### src/rtl/key_mode_ctrl.sv
// -----------------------------------------------------------------------------
// key_mode_ctrl
//   Front-panel key handling for the LCD pattern generator and status LEDs.
//   The raw, bouncy KEY pin is synchronised, debounced and classified as a
//   short or long press. A short press advances the display-mode index; a long
//   press toggles auto-cycling, which then advances the mode periodically.
//
//   Build option: define KEY_MODE_AUTO_EN to include long-press detection,
//   the AUTO flag and the auto-advance timer. Without it AUTO is tied low and
//   every debounced press advances the mode on its debounced release.
//
// Ports
//   CLK_SYS   in   system clock
//   nRST      in   asynchronous active-low reset
//   KEY       in   raw push-button, active-low, asynchronous
//   MODE      out  current display-mode index (quasi-static)
//   MODE_STB  out  one-cycle pulse in the cycle MODE takes a new value
//   AUTO      out  auto-cycling active
//   LED_R/G/B out  active-low status LEDs for modes 1/2/3, one cycle behind MODE
// -----------------------------------------------------------------------------
module key_mode_ctrl #(
    parameter int unsigned DEBOUNCE_CYC = 32'd2000000,
    parameter int unsigned LONG_CYC     = 32'd200000000,
    parameter int unsigned AUTO_CYC     = 32'd100000000,
    parameter int unsigned NUM_MODES    = 32'd4,
    parameter int unsigned MODE_W       = 32'd2
) (
    input  logic              CLK_SYS,
    input  logic              nRST,
    input  logic              KEY,
    output logic [MODE_W-1:0] MODE,
    output logic              MODE_STB,
    output logic              AUTO,
    output logic              LED_R,
    output logic              LED_G,
    output logic              LED_B
);

    localparam int unsigned DB_W = (DEBOUNCE_CYC > 32'd1) ? $clog2(DEBOUNCE_CYC) : 32'd1;
    localparam logic [DB_W-1:0]   DB_LAST   = DB_W'(DEBOUNCE_CYC - 32'd1);
    localparam logic [MODE_W-1:0] MODE_LAST = MODE_W'(NUM_MODES - 32'd1);

`ifdef KEY_MODE_AUTO_EN
    localparam int unsigned HOLD_W = (LONG_CYC > 32'd1) ? $clog2(LONG_CYC) : 32'd1;
    localparam int unsigned TMR_W  = (AUTO_CYC > 32'd1) ? $clog2(AUTO_CYC) : 32'd1;
    localparam logic [HOLD_W-1:0] HOLD_LAST = HOLD_W'(LONG_CYC - 32'd1);
    localparam logic [TMR_W-1:0]  TMR_LAST  = TMR_W'(AUTO_CYC - 32'd1);
`endif

    // Reject configurations where MODE cannot hold every mode or a period is zero.
    if ((NUM_MODES > (32'd1 << MODE_W)) || (NUM_MODES == 32'd0) || (DEBOUNCE_CYC == 32'd0) ||
        (LONG_CYC == 32'd0) || (AUTO_CYC == 32'd0)) begin : g_cfg_err
        $error("key_mode_ctrl: invalid parameter set");
    end

    typedef enum logic [2:0] {
        ST_IDLE       = 3'd0,
        ST_DB_PRESS   = 3'd1,
        ST_PRESSED    = 3'd2,
        ST_DB_RELEASE = 3'd3
`ifdef KEY_MODE_AUTO_EN
        ,
        ST_LONG_HELD  = 3'd4
`endif
    } state_t;

    // Next mode index with wrap to zero after the last mode.
    function automatic logic [MODE_W-1:0] f_mode_next(input logic [MODE_W-1:0] m);
        if (m >= MODE_LAST) begin
            f_mode_next = '0;
        end else begin
            f_mode_next = m + MODE_W'(1);
        end
    endfunction

    // Active-low {R,G,B} decode; mode 0 and modes above 3 light nothing.
    function automatic logic [2:0] f_led(input logic [MODE_W-1:0] m);
        case (32'(m))
            32'd1:   f_led = 3'b011;
            32'd2:   f_led = 3'b101;
            32'd3:   f_led = 3'b110;
            default: f_led = 3'b111;
        endcase
    endfunction

    logic              key_meta_q;
    logic              key_s_q;
    state_t            state_q, state_d;
    logic [DB_W-1:0]   db_cnt_q, db_cnt_d;
    logic              press_adv_s;
    logic              adv_s;
    logic [MODE_W-1:0] mode_q, mode_d;
    logic              stb_q, stb_d;
    logic [2:0]        led_q, led_d;
`ifdef KEY_MODE_AUTO_EN
    logic [HOLD_W-1:0] hold_cnt_q, hold_cnt_d;
    logic              origin_long_q, origin_long_d;
    logic              auto_tgl_s;
    logic              auto_fire_s;
    logic              auto_q, auto_d;
    logic [TMR_W-1:0]  auto_cnt_q, auto_cnt_d;
`endif

    // Two-flop synchroniser for the asynchronous key; idles released (high).
    always_ff @(posedge CLK_SYS or negedge nRST) begin
        if (!nRST) begin
            key_meta_q <= 1'b1;
            key_s_q    <= 1'b1;
        end else begin
            key_meta_q <= KEY;
            key_s_q    <= key_meta_q;
        end
    end

    // Press FSM next-state: debounce both edges, classify short/long.
    always_comb begin
        state_d       = state_q;
        db_cnt_d      = db_cnt_q;
        press_adv_s   = 1'b0;
`ifdef KEY_MODE_AUTO_EN
        hold_cnt_d    = hold_cnt_q;
        origin_long_d = origin_long_q;
        auto_tgl_s    = 1'b0;
`endif
        case (state_q)
            ST_IDLE: begin
                if (!key_s_q) begin
                    state_d  = ST_DB_PRESS;
                    db_cnt_d = '0;
                end else begin
                    state_d  = ST_IDLE;
                end
            end
            ST_DB_PRESS: begin
                if (key_s_q) begin
                    state_d = ST_IDLE;
                end else if (db_cnt_q == DB_LAST) begin
                    state_d = ST_PRESSED;
`ifdef KEY_MODE_AUTO_EN
                    hold_cnt_d = '0;
`endif
                end else begin
                    db_cnt_d = db_cnt_q + DB_W'(1);
                end
            end
            ST_PRESSED: begin
                if (key_s_q) begin
                    state_d  = ST_DB_RELEASE;
                    db_cnt_d = '0;
`ifdef KEY_MODE_AUTO_EN
                    origin_long_d = 1'b0;
                end else if (hold_cnt_q == HOLD_LAST) begin
                    state_d    = ST_LONG_HELD;
                    auto_tgl_s = 1'b1;
                end else begin
                    hold_cnt_d = hold_cnt_q + HOLD_W'(1);
                end
`else
                end else begin
                    state_d = ST_PRESSED;
                end
`endif
            end
`ifdef KEY_MODE_AUTO_EN
            ST_LONG_HELD: begin
                // No auto-repeat while held; only the release matters here.
                if (key_s_q) begin
                    state_d       = ST_DB_RELEASE;
                    db_cnt_d      = '0;
                    origin_long_d = 1'b1;
                end else begin
                    state_d = ST_LONG_HELD;
                end
            end
`endif
            ST_DB_RELEASE: begin
                if (!key_s_q) begin
                    // Release bounce: resume where we came from, hold count kept.
`ifdef KEY_MODE_AUTO_EN
                    state_d = origin_long_q ? ST_LONG_HELD : ST_PRESSED;
`else
                    state_d = ST_PRESSED;
`endif
                    db_cnt_d = '0;
                end else if (db_cnt_q == DB_LAST) begin
                    state_d = ST_IDLE;
`ifdef KEY_MODE_AUTO_EN
                    press_adv_s = ~origin_long_q;
`else
                    press_adv_s = 1'b1;
`endif
                end else begin
                    db_cnt_d = db_cnt_q + DB_W'(1);
                end
            end
            default: begin
                state_d = ST_IDLE;
            end
        endcase
    end

    // Mode advance, auto timer and LED decode next-state.
    always_comb begin
        mode_d = mode_q;
        stb_d  = 1'b0;
        led_d  = f_led(mode_q);
`ifdef KEY_MODE_AUTO_EN
        auto_d      = auto_q ^ auto_tgl_s;
        auto_fire_s = auto_q && (auto_cnt_q == TMR_LAST);
        // A press release landing on the auto expiry merges into one advance.
        adv_s       = press_adv_s | auto_fire_s;
        if (auto_tgl_s || adv_s) begin
            auto_cnt_d = '0;
        end else if (auto_q) begin
            auto_cnt_d = auto_cnt_q + TMR_W'(1);
        end else begin
            auto_cnt_d = auto_cnt_q;
        end
`else
        adv_s = press_adv_s;
`endif
        if (adv_s) begin
            mode_d = f_mode_next(mode_q);
            stb_d  = 1'b1;
        end else begin
            mode_d = mode_q;
            stb_d  = 1'b0;
        end
    end

    // FSM and counter registers.
    always_ff @(posedge CLK_SYS or negedge nRST) begin
        if (!nRST) begin
            state_q       <= ST_IDLE;
            db_cnt_q      <= '0;
`ifdef KEY_MODE_AUTO_EN
            hold_cnt_q    <= '0;
            origin_long_q <= 1'b0;
            auto_q        <= 1'b0;
            auto_cnt_q    <= '0;
`endif
        end else begin
            state_q       <= state_d;
            db_cnt_q      <= db_cnt_d;
`ifdef KEY_MODE_AUTO_EN
            hold_cnt_q    <= hold_cnt_d;
            origin_long_q <= origin_long_d;
            auto_q        <= auto_d;
            auto_cnt_q    <= auto_cnt_d;
`endif
        end
    end

    // Registered outputs: mode, strobe and LEDs.
    always_ff @(posedge CLK_SYS or negedge nRST) begin
        if (!nRST) begin
            mode_q <= '0;
            stb_q  <= 1'b0;
            led_q  <= 3'b111;
        end else begin
            mode_q <= mode_d;
            stb_q  <= stb_d;
            led_q  <= led_d;
        end
    end

    assign MODE     = mode_q;
    assign MODE_STB = stb_q;
    assign LED_R    = led_q[2];
    assign LED_G    = led_q[1];
    assign LED_B    = led_q[0];
`ifdef KEY_MODE_AUTO_EN
    assign AUTO     = auto_q;
`else
    assign AUTO     = 1'b0;
`endif

endmodule

### config.mk
export PLATFORM = sky130hd
export DESIGN_NAME = key_mode_ctrl
export DESIGN_NICKNAME = d
export VERILOG_FILES = /design/src/rtl/key_mode_ctrl.sv
export SDC_FILE = /design/constraint.sdc
export NUM_CORES = 1
export LEC_CHECK = 0
export ABC_CLOCK_PERIOD_IN_PS = 2000
export BUFFER_PORTS_ARGS = -buffer_cell sky130_fd_sc_hd__buf_4
export CELL_PAD_IN_SITES_DETAIL_PLACEMENT = 0
export CELL_PAD_IN_SITES_GLOBAL_PLACEMENT = 1
export CORE_AREA = 2 2 64 66
export CTS_BUF_LIST = sky130_fd_sc_hd__clkbuf_4 sky130_fd_sc_hd__clkbuf_8
export DETAILED_ROUTE_END_ITERATION = 10
export DIE_AREA = 0 0 66 68
export HOLD_SLACK_MARGIN = 0.12
export PLACE_DENSITY_LB_ADDON = 0.1
export SLEW_MARGIN = 0
export SYNTH_ARGS = -nofsm -noshare
export SYNTH_HDL_FRONTEND = slang
export SYNTH_SLANG_ARGS = --single-unit
### constraint.sdc
create_clock -name CLK_SYS -period 2 [get_ports CLK_SYS]
set_input_delay 0.1 -clock CLK_SYS [delete_from_list [all_inputs] [get_ports CLK_SYS]]
set_output_delay 0.1 -clock CLK_SYS [all_outputs]
set_load 0.01 [all_outputs]
Word-level counts from Yosys, hierarchy flattened
Index checks and enable logic that the tools add are counted.

operators by class
  reduce and logical (&&, ||, !) cells = 4
  equal/unequal tests = 12
  multiplexer cells = 19
  add/sub/neg operators = 2
  $lt $le $gt $ge = 1

operators by type and width
  cell                   count
  $mux 21                5
  $pmux 21 s4            1
  $add 21x1->21 const B  1
  $eq 21x21->1 const B   1
  $mux 3                 4
  $pmux 3 s4             1
  $pmux 3 s3             1
  $eq 3x2->1 const B     2
  $mux 1                 6
  $ne 2x2->1 const B     3
  $ne 3x3->1 const B     2
  $eq 2x2->1 const B     2
  $reduce_and 4->1       1
  $reduce_bool 4->1      1
  $eq 3x1->1 const B     1
  $logic_not 3->1        1
  $add 2x1->2 const B    1
  $eq 2x1->1 const B     1
  $ge 2x2->1 const B     1
  $mux 2                 1
  $reduce_and 2->1       1

word-level totals
  bits in registers = 32
  output and inout bits = 7
  logic and storage cells = 45
  input bits = 3

Depth between registers and ports, before layout
Gate-level depths: netlist (run 1).

  depth after elaboration = 5
  depth in mapped cells = 7
  mapped depth without buffers = 6

Worst setup path before layout (run 1)
OpenSTA, ideal clock, no wires.

  path type = register to register
  from = register db_cnt_q[0]
  to = register db_cnt_q[4]
  setup time = 78 ps
  cell stages (with the launch flop) = 8
  setup slack = 91 ps
  period minus slack after synthesis = 1,909 ps
  arrival time = 1,832 ps
  data required time = 1,922 ps
  path buffers = 1
  cell sequence = dfrtp_1 -> ha_1 -> and4_1 -> and4_1 -> a31o_2 -> buf_6 -> or3_1 -> a21oi_1

between the ends
  cells in the longest elaborated chain, start to end = 4
  elaborated cells between the ends (all ways) = 6
  those cells by class = add/sub: 1; eq/ne: 1; mux: 4

RTL lines
  element                                               line      source
  start, declared                                       89        logic [DB_W-1:0] db_cnt_q, db_cnt_d;
  start signal, assigned                                244       db_cnt_q <= db_cnt_d;
  $add 21x1->21 / $eq 21x21->1 (equally long branches)  --
  $mux 21 *                                             137, 185
  $mux 21, on equally long branches                     177, 135
  $pmux 21 s4 *                                         125       case (state_q)

Mark *: on every way between the ends. The rest lies on a longest branch, timed or not. The select of a mux whose other input is x is not followed.
A chain may end at the register's enable or synchronous reset.

Worst setup path after layout (run 1)
  from = register db_cnt_q[1]
  to = register db_cnt_q[3]

Same word-level chain as after synthesis.

==> out/metrics.cfg, run 1 <==
[status]
status=finished, final reports clean

[layout]
n_fill_cell=383
drive_above_1_share_pct=22.87
num_antenna_cells=0
regArea_um2=782.0
fin_cells=238
multi_input_area_um2=777.0
fin_nets=194
syn2layout_area_growth_pct=19.78

[setup_path]
crit_slowest_cell=or4_1
cp.depth=6
reg2reg_slack_ns=0.1
critPathLaunch=db_cnt_q[1]
crit_end=db_cnt_q[3]
cp.required_ns=2.22
reg2reg_from=db_cnt_q[1]
reg2reg_to=db_cnt_q[3]
start_kind=register
cp_max_fo=9
cp_cell_sequence=ha_1 > and4_1 > and4_4 > a31o_4 > or4_1 > nand2_1
cp_top_family=simple AND/OR/NAND/NOR gates
critical_path_class=reg -> reg
cp_data_arrival_time_ns=2.12
rr_worst_depth=6
worst-path-buf-inv=0
cp-end-kind=register
slowest_delay_ns=0.47

[logic_synthesis]
yosys.area.top_type=dfrtp_1
yosysMostFrequentCell=dfrtp_1
synth_edf_count=0
synth_top_area_share_pct=40.50
syn-mean-instance-area_um2=9.856
syn_nets=170
seq_area_frac_synth_pct=48.68
ys.flop_type=dfrtp_1
synth_common_cells=26 x dfrtp_1, 20 x nand3_1, 16 x nor2_1, 11 x xor2_1, 10 x nand2_1
netlist_instances=163
synthTopCellsByArea=dfrtp_1 40%, dfstp_2 8.2%, nand3_1 6.2%, xor2_1 6.0%, nor2_1 3.7%
synth-seq-cells=31
syn_area_mm2=0.001607
yosysWarnings=0
synth.lib_cells_used.distinct=43
synthArstFlopShare_pct=100.0

[floorplan]
floorplan.io_pins=10
die_y_um=68
die-area_mm2=0.004488
coreArea_mm2=0.003856
start_util_pct=41.66
die_x_um=66
rows=23

[cts]
cts_buffers=5
clock-sinks=31
htreeDepth=2
clk_latency_ns=0.28
cts_root_buf=clkbuf_8
cts_tree=yes
clock_path_buffers=2
clk_pin_slew_ns=0.06

[timing]
whs_ns=0.3016
max_clock_freq_ghz=0.5249
setup_viol=0
fin_crit_ns=1.905
timing_hold_violations_final=0
finalSetupTns_ns=0
slew_viol_final=0
period_share_pct=95.25
finClkSkew_ns=0.001668

[hold_path]
hold_path_class=in -> async

[power]
netSwitchingPower_uw=302.3
p_leak_nw=0.8554
seqPwrFrac_pct=52.2
p_clk_share_pct=39.2
ir_worst_vdd_uv=458.7
p_int_uw=988.5
combPwrFrac_pct=8.6
swShare_pct=23.42
power_density_mw_per_mm2=670.8

[job]
drv_cap=0

[global_route]
grt_pass1_vias=1261
grt_usage_pct=17.14
grt_max_degree=32
antenna_found_initial=0
grt-ovfl-total=0
grt_pass1_wl_um=5658

[detailed_routing]
wl_um=3339
drt_iter0_drc=69
first_pass_iters=4
vias=1255
viasPerCell=5.273
ant_nets=0
wire_per_inst_um=14.03
drc=0

[placed_design]
dp.final_hpwl_um=2320
gp_congestion=0.8060
port_buffers=8
dp_cells=227

[sequential cells by signal, summed over array words and instances (netlist names), named ones only]
signal / cells
led_q: 3
MODE_STB: 1
MODE: 2
key_meta_q: 1
state_q: 1
key_s_q: 1
db_cnt_q: 21
[worst reg2reg max path: stages, from the launching register on]
cell and delay, ns:
dfrtp_1 0.40, ha_1 0.21, and4_1 0.22, and4_4 0.22, a31o_4 0.25, or4_1 0.47
nand2_1 0.08
[layout by cell type, fill, tap and decap left out, types with 4 or more instances in the layout]
cell type | Yosys | routed
clkbuf_8 | 0 | 5
a21oi_1 | 5 | 5
buf_4 | 3 | 21
nand3_1 | 20 | 19
nand2_1 | 10 | 10
nor2_1 | 16 | 16
xor2_1 | 11 | 11
dfrtp_1 | 26 | 26
mux2i_1 | 4 | 4
inv_1 | 9 | 9
ha_1 | 4 | 4
o21ai_0 | 5 | 5
dfstp_2 | 5 | 5
[power groups by stage]
stage / registers (mW) / logic [mW] / clock network, mW
after global placement: 0.684 / 0.0935 / 0
after global routing: 0.677 / 0.128 / 0.550
after CTS: 0.675 / 0.101 / 0.521
final: 0.673 / 0.111 / 0.507
after detailed placement: 0.686 / 0.0971 / 0
after floorplan: 0.680 / 0.0625 / 0
[what timing repair did]
| action | 4_1_cts | 5_1_grt |
|---|---|---|
| hold buffers | 2 | 0 |
| endpoints found under the setup margin | 0 | 5 |
| hold endpoints to repair | 32 | 0 |
| resized for setup | 0 | 6 |
| setup buffers | 0 | 1 |
[final cells by class]
cell class / instances / share of cell area, %
flip-flops and latches: 31 / 40.64
multi-input cells: 117 / 40.38
repair buffers: 23 / 9.233
clock buffers: 8 / 4.746
well taps: 50 / 3.251
inverters: 9 / 1.756
[metal layers]
layer	routed length, µm	global-route usage [%]
met1	1449	18.98
met2	1721	30.43
met3	100	4.605
met4	68	8.673
met5	0	0
[per-stage QoR]
| step | total power, mW | cell area [µm²] | utilization, % | setup slack, ns |
|---|---|---|---|---|
| after CTS | 1.297 | 1888 | 48.96 | 0.009570 |
| final | 1.291 | 1924 | 49.90 | 0.09502 |
| after detailed placement | 0.7829 | 1777 | 46.07 | 0.02167 |
| after floorplan | 0.7424 | 1607 | - | 0.09082 |
| after global placement | 0.7777 | 1777 | 46.07 | 0.07895 |
| after global routing | 1.355 | 1924 | 49.90 | -0.02194 |
[how the worst min path moves through the flow]
stage	from	end	depth (start not counted)
global placement	nRST	async pin	1
CTS	nRST	db_cnt_q[0]	2
finish	nRST	state_q[0]	2
global route	nRST	db_cnt_q[4]	2
detailed placement	nRST	async pin	1
floorplan	nRST	MODE[0]	0
[kinds of logic (layout without fill, tap and decap cells)]
| group | after synthesis | count (layout) | share of synthesized area (%) |
|---|---|---|---|
| AO/OA/AOI/OAI | 22 | 22 | 8.877 |
| XOR/XNOR | 13 | 13 | 7.087 |
| adder cells (fa/ha/maj) | 4 | 4 | 3.115 |
| buffers and inverters | 15 | 40 | 4.750 |
| flip-flops | 31 | 31 | 48.68 |
| multiplexers | 4 | 4 | 2.492 |
| other | 1 | 1 | 0.2334 |
| AND/OR/NAND/NOR | 73 | 73 | 24.77 |
No activity file was read; power rests on OpenSTA's default activity.
==> run 2, diff against run 1 <==
Settings changed: GPL_TIMING_DRIVEN from default to 0, SKIP_CTS_REPAIR_TIMING from default to 1.
==> run 2 against run 1 <==
Compared with the run above: worst setup slack got worse by 0.011 ns; critical path depth is 1 higher; core utilization shrank 0.52 points; largest cell class unchanged.
==> out/metrics.cfg, run 2 (synthesized netlist as in run 1, its figures left out) <==
[floorplan]
die_x_um=66  ; unchanged
die_y_um=68  ; unchanged
start_util_pct=41.66  ; unchanged
rows=23  ; unchanged
floorplan.io_pins=10  ; unchanged
die-area_mm2=0.004488  ; unchanged
coreArea_mm2=0.003856  ; unchanged

[detailed_routing]
viasPerCell=5.270  ; about the same
first_pass_iters=4  ; unchanged
ant_nets=0  ; unchanged
vias=1228  ; -2.2%
drc=0  ; unchanged
wire_per_inst_um=13.60  ; -3.1%
drt_iter0_drc=88  ; +28%
wl_um=3169  ; -5.1%

[layout]
layout_common_cells=25 x dfrtp_1, 19 x nand3_1, 16 x nor2_1, 13 x buf_4, 11 x xor2_1
final_common_cell=dfrtp_1
drive_above_1_share_pct=22.95  ; +0.078 points
largest_reg_flops=21  ; unchanged
final_util_pct=49.38  ; -0.52 points
largest-register=db_cnt_q
fin_nets=189  ; -2.6%
syn2layout_area_growth_pct=18.54
num_antenna_cells=0  ; unchanged

[cts]
clk_latency_ns=0.28  ; about the same
cts_buffers=5  ; unchanged
cts_tree=yes
clock-sinks=31  ; unchanged
htreeDepth=2  ; unchanged
clk_pin_slew_ns=0.06  ; about the same
cts_root_buf=clkbuf_8
clock_path_buffers=2  ; unchanged

[global_route]
grt_usage_pct=16.38  ; -0.76 points
grt_pass1_vias=1142  ; -9.4%
grt_pass1_wl_um=5354  ; -5.4%
grt-ovfl-total=0  ; unchanged
antenna_found_initial=0  ; unchanged
grt_max_degree=32  ; unchanged

[setup_path]
worst-path-buf-inv=2  ; +2
cp-end-kind=register
slowest_delay_ns=0.52  ; +0.05 ns
cp_max_fo=10  ; +1
cp_cell_sequence=buf_4 > nand2b_2 > o21ai_1 > a31o_2 > buf_6 > or3_1 > a21oi_1
crit_slowest_cell=dfstp_2
critical_path_class=reg -> reg
cp.required_ns=2.20  ; -0.02 ns
cp_data_arrival_time_ns=2.12  ; about the same
start_kind=register
cp_top_family=compound AO/OA/AOI/OAI gates

[job]
drv_cap=0  ; unchanged

[timing]
fin_crit_ns=1.916  ; +0.01107 ns
max_clock_freq_ghz=0.5219  ; -0.58%
rsz0062_at_grt=no
finalSetupTns_ns=0  ; unchanged
whs_ns=0.2862  ; -0.01544 ns
period_share_pct=95.80  ; +0.55 points
maxSlewHeadroom_pct=63.02
slew_viol_final=0  ; unchanged
timing_hold_violations_final=0  ; unchanged
setup_viol=0  ; unchanged
finClkSkew_ns=0.003165  ; +0.001497 ns
worstMarginPinSlew_ns=0.5536

[power]
ir_worst_vdd_uv=391.7  ; -15%
p_leak_nw=0.8285  ; -3.1%
power_density_mw_per_mm2=700.7  ; +4.5%

[hold_path]
hold_path_class=in -> async

[placed_design]
port_buffers=8  ; unchanged
gp_congestion=0.7322  ; -9.2%
dp.final_hpwl_um=2219  ; -4.3%

[status]
status=finished, final reports clean

[run 2: per-layer routing]
layer	global-route usage, %	up-vias	part of all wire [%]
met5	0	-	0
met4	9.949	0	1.6
met3	3.947	6	3.1
met2	23.86	13	45
met1	22.06	601	51
li1	-	608	-
[run 2: cell type report]
cell class                 count  area, µm²
tap                           50      62.56
sequential                    31      783.3
inverter                       9      33.78
multi-input combinational    117      782.0
fill                         393       1952
clock buffer                   8      103.9
timing repair buffer          12      95.09
buffer                         6      43.79
[run 2: stage by stage]
step / worst slack (ns) / cell area (µm²) / std cells / power [mW]
after floorplan: 0.09082 / 1607 / 163 / 0.7424
after global routing: 0.0009750 / 1904 / 233 / 1.397
after detailed placement: -0.05938 / 1729 / 221 / 0.7752
final: 0.08395 / 1904 / 233 / 1.334
after CTS: -0.07910 / 1833 / 229 / 1.329
after global placement: -0.04183 / 1729 / 221 / 0.7731
[run 2: final timing paths]
path                       depth (start not counted)  startpoint  slack (ns)           to
setup / recovery                                   7     key_s_q        0.08  db_cnt_q[4]
hold reg to reg                                    0  key_meta_q        0.36      key_s_q
min in group CLK_SYS                               0  key_meta_q        0.36      key_s_q
hold / removal                                     2        nRST        0.29  db_cnt_q[2]
max in group asynchronous                          2        nRST        1.38     led_q[1]
setup reg to reg                                   7     key_s_q        0.08  db_cnt_q[4]
[run 2: worst register-to-register path, cell delays in order, from the launching register on]
cell and delay [ns]:
dfstp_2 0.52, buf_4 0.14, nand2b_2 0.18, o21ai_1 0.12
a31o_2 0.26, buf_6 0.14, or3_1 0.34, a21oi_1 0.15
[run 2: power by group]
| part | switching, mW | internal (mW) |
|---|---|---|
| clock | 0.220 | 0.327 |
| sequential | 0.0195 | 0.651 |
| combinational | 0.0645 | 0.0526 |
| total | 0.304 | 1.03 |
==> run 3, diff against run 2 <==
Settings changed: ABC_AREA from default to 1, CORE_AREA 2 2 64 66 to 2 2 71 73, DIE_AREA 0 0 66 68 to 0 0 73 75, GPL_TIMING_DRIVEN 0 to 1.
==> run 3 against run 2 <==
Compared with the run above: maximum frequency up 18%; critical endpoint is now db_cnt_q[10]; clock power down 3.8%; worst setup slack better by 0.29 ns; first-iteration DRC count down 25%; register-to-register slack better by 0.29 ns; sequential share of layout area down 4.1 points.
==> out/metrics.cfg, run 3 <==
[cts]
cts_tree=yes
clk_pin_slew_ns=0.07  ; about the same
htreeDepth=2  ; unchanged
clock-sinks=31  ; unchanged
cts_buffers=5  ; unchanged
cts_root_buf=clkbuf_8
clk_latency_ns=0.29  ; about the same
clock_path_buffers=2  ; unchanged

[power]
swShare_pct=24.00  ; +1.2 points
power_density_mw_per_mm2=599.9  ; -14%
p_leak_nw=1.006  ; +21%
ir_worst_vdd_uv=247.9  ; -37%
seqPwrFrac_pct=52.0  ; +1.7 points
p_clk_share_pct=41.6  ; +0.6 points
netSwitchingPower_uw=303.7  ; about the same
p_int_uw=961.8  ; -6.7%
combPwrFrac_pct=6.4  ; -2.4 points
design_power_total_mw=1.266  ; -5.2%

[timing]
fin_crit_ns=1.625  ; -0.2909 ns
timing.final.ws_setup_ns=0.3749  ; +0.2909 ns
rsz0062_at_grt=no
period_share_pct=81.26  ; -15 points
timing_hold_violations_final=0  ; unchanged
slew_viol_final=0  ; unchanged
finClkSkew_ns=0.01384  ; +0.01068 ns
whs_ns=0.2843  ; -0.001873 ns
finalSetupTns_ns=0  ; unchanged
setup_viol=0  ; unchanged
max_clock_freq_ghz=0.6153  ; +18%

[placed_design]
place_ws_ns=0.3666  ; +0.4260 ns
dp_cells=325  ; +47%
gp_congestion=0.7923  ; +8.2%
dp.final_hpwl_um=3130  ; +41%
place_area_mm2=0.001994  ; +15%
port_buffers=8  ; unchanged

[floorplan]
die_x_um=73  ; +11%
coreArea_mm2=0.004661  ; +21%
die-area_mm2=0.005475  ; +22%
start_util_pct=40.46  ; -1.2 points
floorplan.io_pins=10  ; unchanged
rows=25  ; +8.7%
die_y_um=75  ; +10%

[layout]
num_antenna_cells=0  ; unchanged
largest-register=db_cnt_q
fin_cells=335  ; +44%
syn2layout_area_growth_pct=11.88
drive_above_1_share_pct=13.17  ; -9.8 points
largest_reg_flops=21  ; unchanged
fin_nets=287  ; +52%
final_common_cell=nand2_1
layout_common_cells=58 x nand2_1, 46 x inv_1, 45 x nor2_1, 26 x dfrtp_1, 20 x nand3_1
final_util_pct=45.26  ; -4.1 points
final_cell_area_mm2=0.002110  ; +11%

[logic_synthesis]
seq_area_frac_synth_pct=41.47  ; -7.2 points
yosys.area.top_type=dfrtp_1
yosysWarnings=0  ; unchanged
syn_area_mm2=0.001886  ; +17%
synth-seq-cells=31  ; unchanged
synth_common_cells=58 x nand2_1, 46 x inv_1, 45 x nor2_1, 26 x dfrtp_1, 20 x nand3_1
synthTopCellsByArea=dfrtp_1 35%, nand2_1 12%, inv_1 9.2%, nor2_1 9.0%, dfstp_2 7.0%
syn_nets=272  ; +60%
synthArstFlopShare_pct=100.0  ; unchanged
synth_top_area_share_pct=34.51  ; -6.0 points
netlist_instances=265  ; +63%
syn-mean-instance-area_um2=7.115  ; -28%
synth_edf_count=0  ; unchanged
synth.lib_cells_used.distinct=29  ; -33%
yosysMostFrequentCell=nand2_1
ys.flop_type=dfrtp_1

[detailed_routing]
drt_iter0_drc=66  ; -25%
vias=1614  ; +31%
first_pass_iters=4  ; unchanged
drc=0  ; unchanged
viasPerCell=4.818  ; -8.6%
wire_per_inst_um=12.58  ; -7.5%
ant_nets=0  ; unchanged
wl_um=4215  ; +33%

[setup_path]
start_kind=register
slowest_delay_ns=0.57  ; +0.05 ns
cp.required_ns=2.20  ; about the same
cp-end-kind=register
cp_top_family=flip-flops
reg2reg_from=key_s_q
crit_slowest_cell=dfstp_2
critPathLaunch=key_s_q
worst-path-buf-inv=2  ; unchanged
cp_data_arrival_time_ns=1.83  ; -0.29 ns
cp_cell_sequence=inv_2 > or2_4 > o21ai_4 > nor2_2 > clkinv_2 > o21ai_0 > a21oi_1
rr_worst_depth=7  ; unchanged
critical_path_class=reg -> reg
reg2reg_to=db_cnt_q[10]
cp_max_fo=17  ; +7
reg2reg_slack_ns=0.37  ; +0.29 ns

[global_route]
antenna_found_initial=0  ; unchanged
grt_pass1_vias=1505  ; +32%
grt-ovfl-total=0  ; unchanged
grt_max_degree=32  ; unchanged
grt_usage_pct=17.28  ; +0.90 points
grt_pass1_wl_um=7210  ; +35%

[hold_path]
hold_path_class=in -> async

[status]
status=finished, final reports clean

[job]
drv_cap=0  ; unchanged

## run 3: cell families (layout without fill, tap and decap cells)
group | count (synthesis) | after routing | share of synthesized area, %
and+or+nand+nor | 150 | 150 | 36.36
xor gates and xnor gates | 1 | 1 | 0.4646
AOI/OAI and AO/OA | 27 | 27 | 7.897
buffers and inverters | 51 | 67 | 10.95
adders and majority gates | 4 | 4 | 2.654
other | 1 | 1 | 0.1989
DFF | 31 | 31 | 41.47
## run 3: final cells by class
cell class / count / area (µm²)
clock buffers: 7 / 90.09
fillers: 477 / 2551
inverters: 49 / 187.7
repair buffers: 10 / 80.08
clock inverters: 1 / 5.005
well taps: 54 / 67.56
multi-input cells: 183 / 897.1
flip-flops and latches: 31 / 782.0
## run 3: how the worst max path moves through the flow
stage                         to  slack, ns  cells after the start
global placement    db_cnt_q[16]       0.35                      9
detailed placement   db_cnt_q[5]       0.37                      7
floorplan            db_cnt_q[1]       0.56                      8
global route             MODE[1]       0.15                     10
finish              db_cnt_q[10]       0.37                      7
CTS                  db_cnt_q[5]       0.35                      7
## run 3: routing by layer
layer	wire, µm	GRT usage (%)	share of wire (%)	vias to the layer above
met3	142	4.016	3.4	5
met1	2099	23.83	50	729
li1	-	-	-	858
met4	50	5.350	1.2	0
met2	1922	27.03	46	22
met5	0	0	0	-
## run 3: power by group through the flow
stage | clock network, mW | registers, mW | logic (mW)
floorplan | 0 | 0.667 | 0.0552
global placement | 0 | 0.670 | 0.0795
detailed placement | 0 | 0.670 | 0.0791
CTS | 0.539 | 0.659 | 0.0795
global route | 0.570 | 0.662 | 0.0958
finish | 0.526 | 0.659 | 0.0804
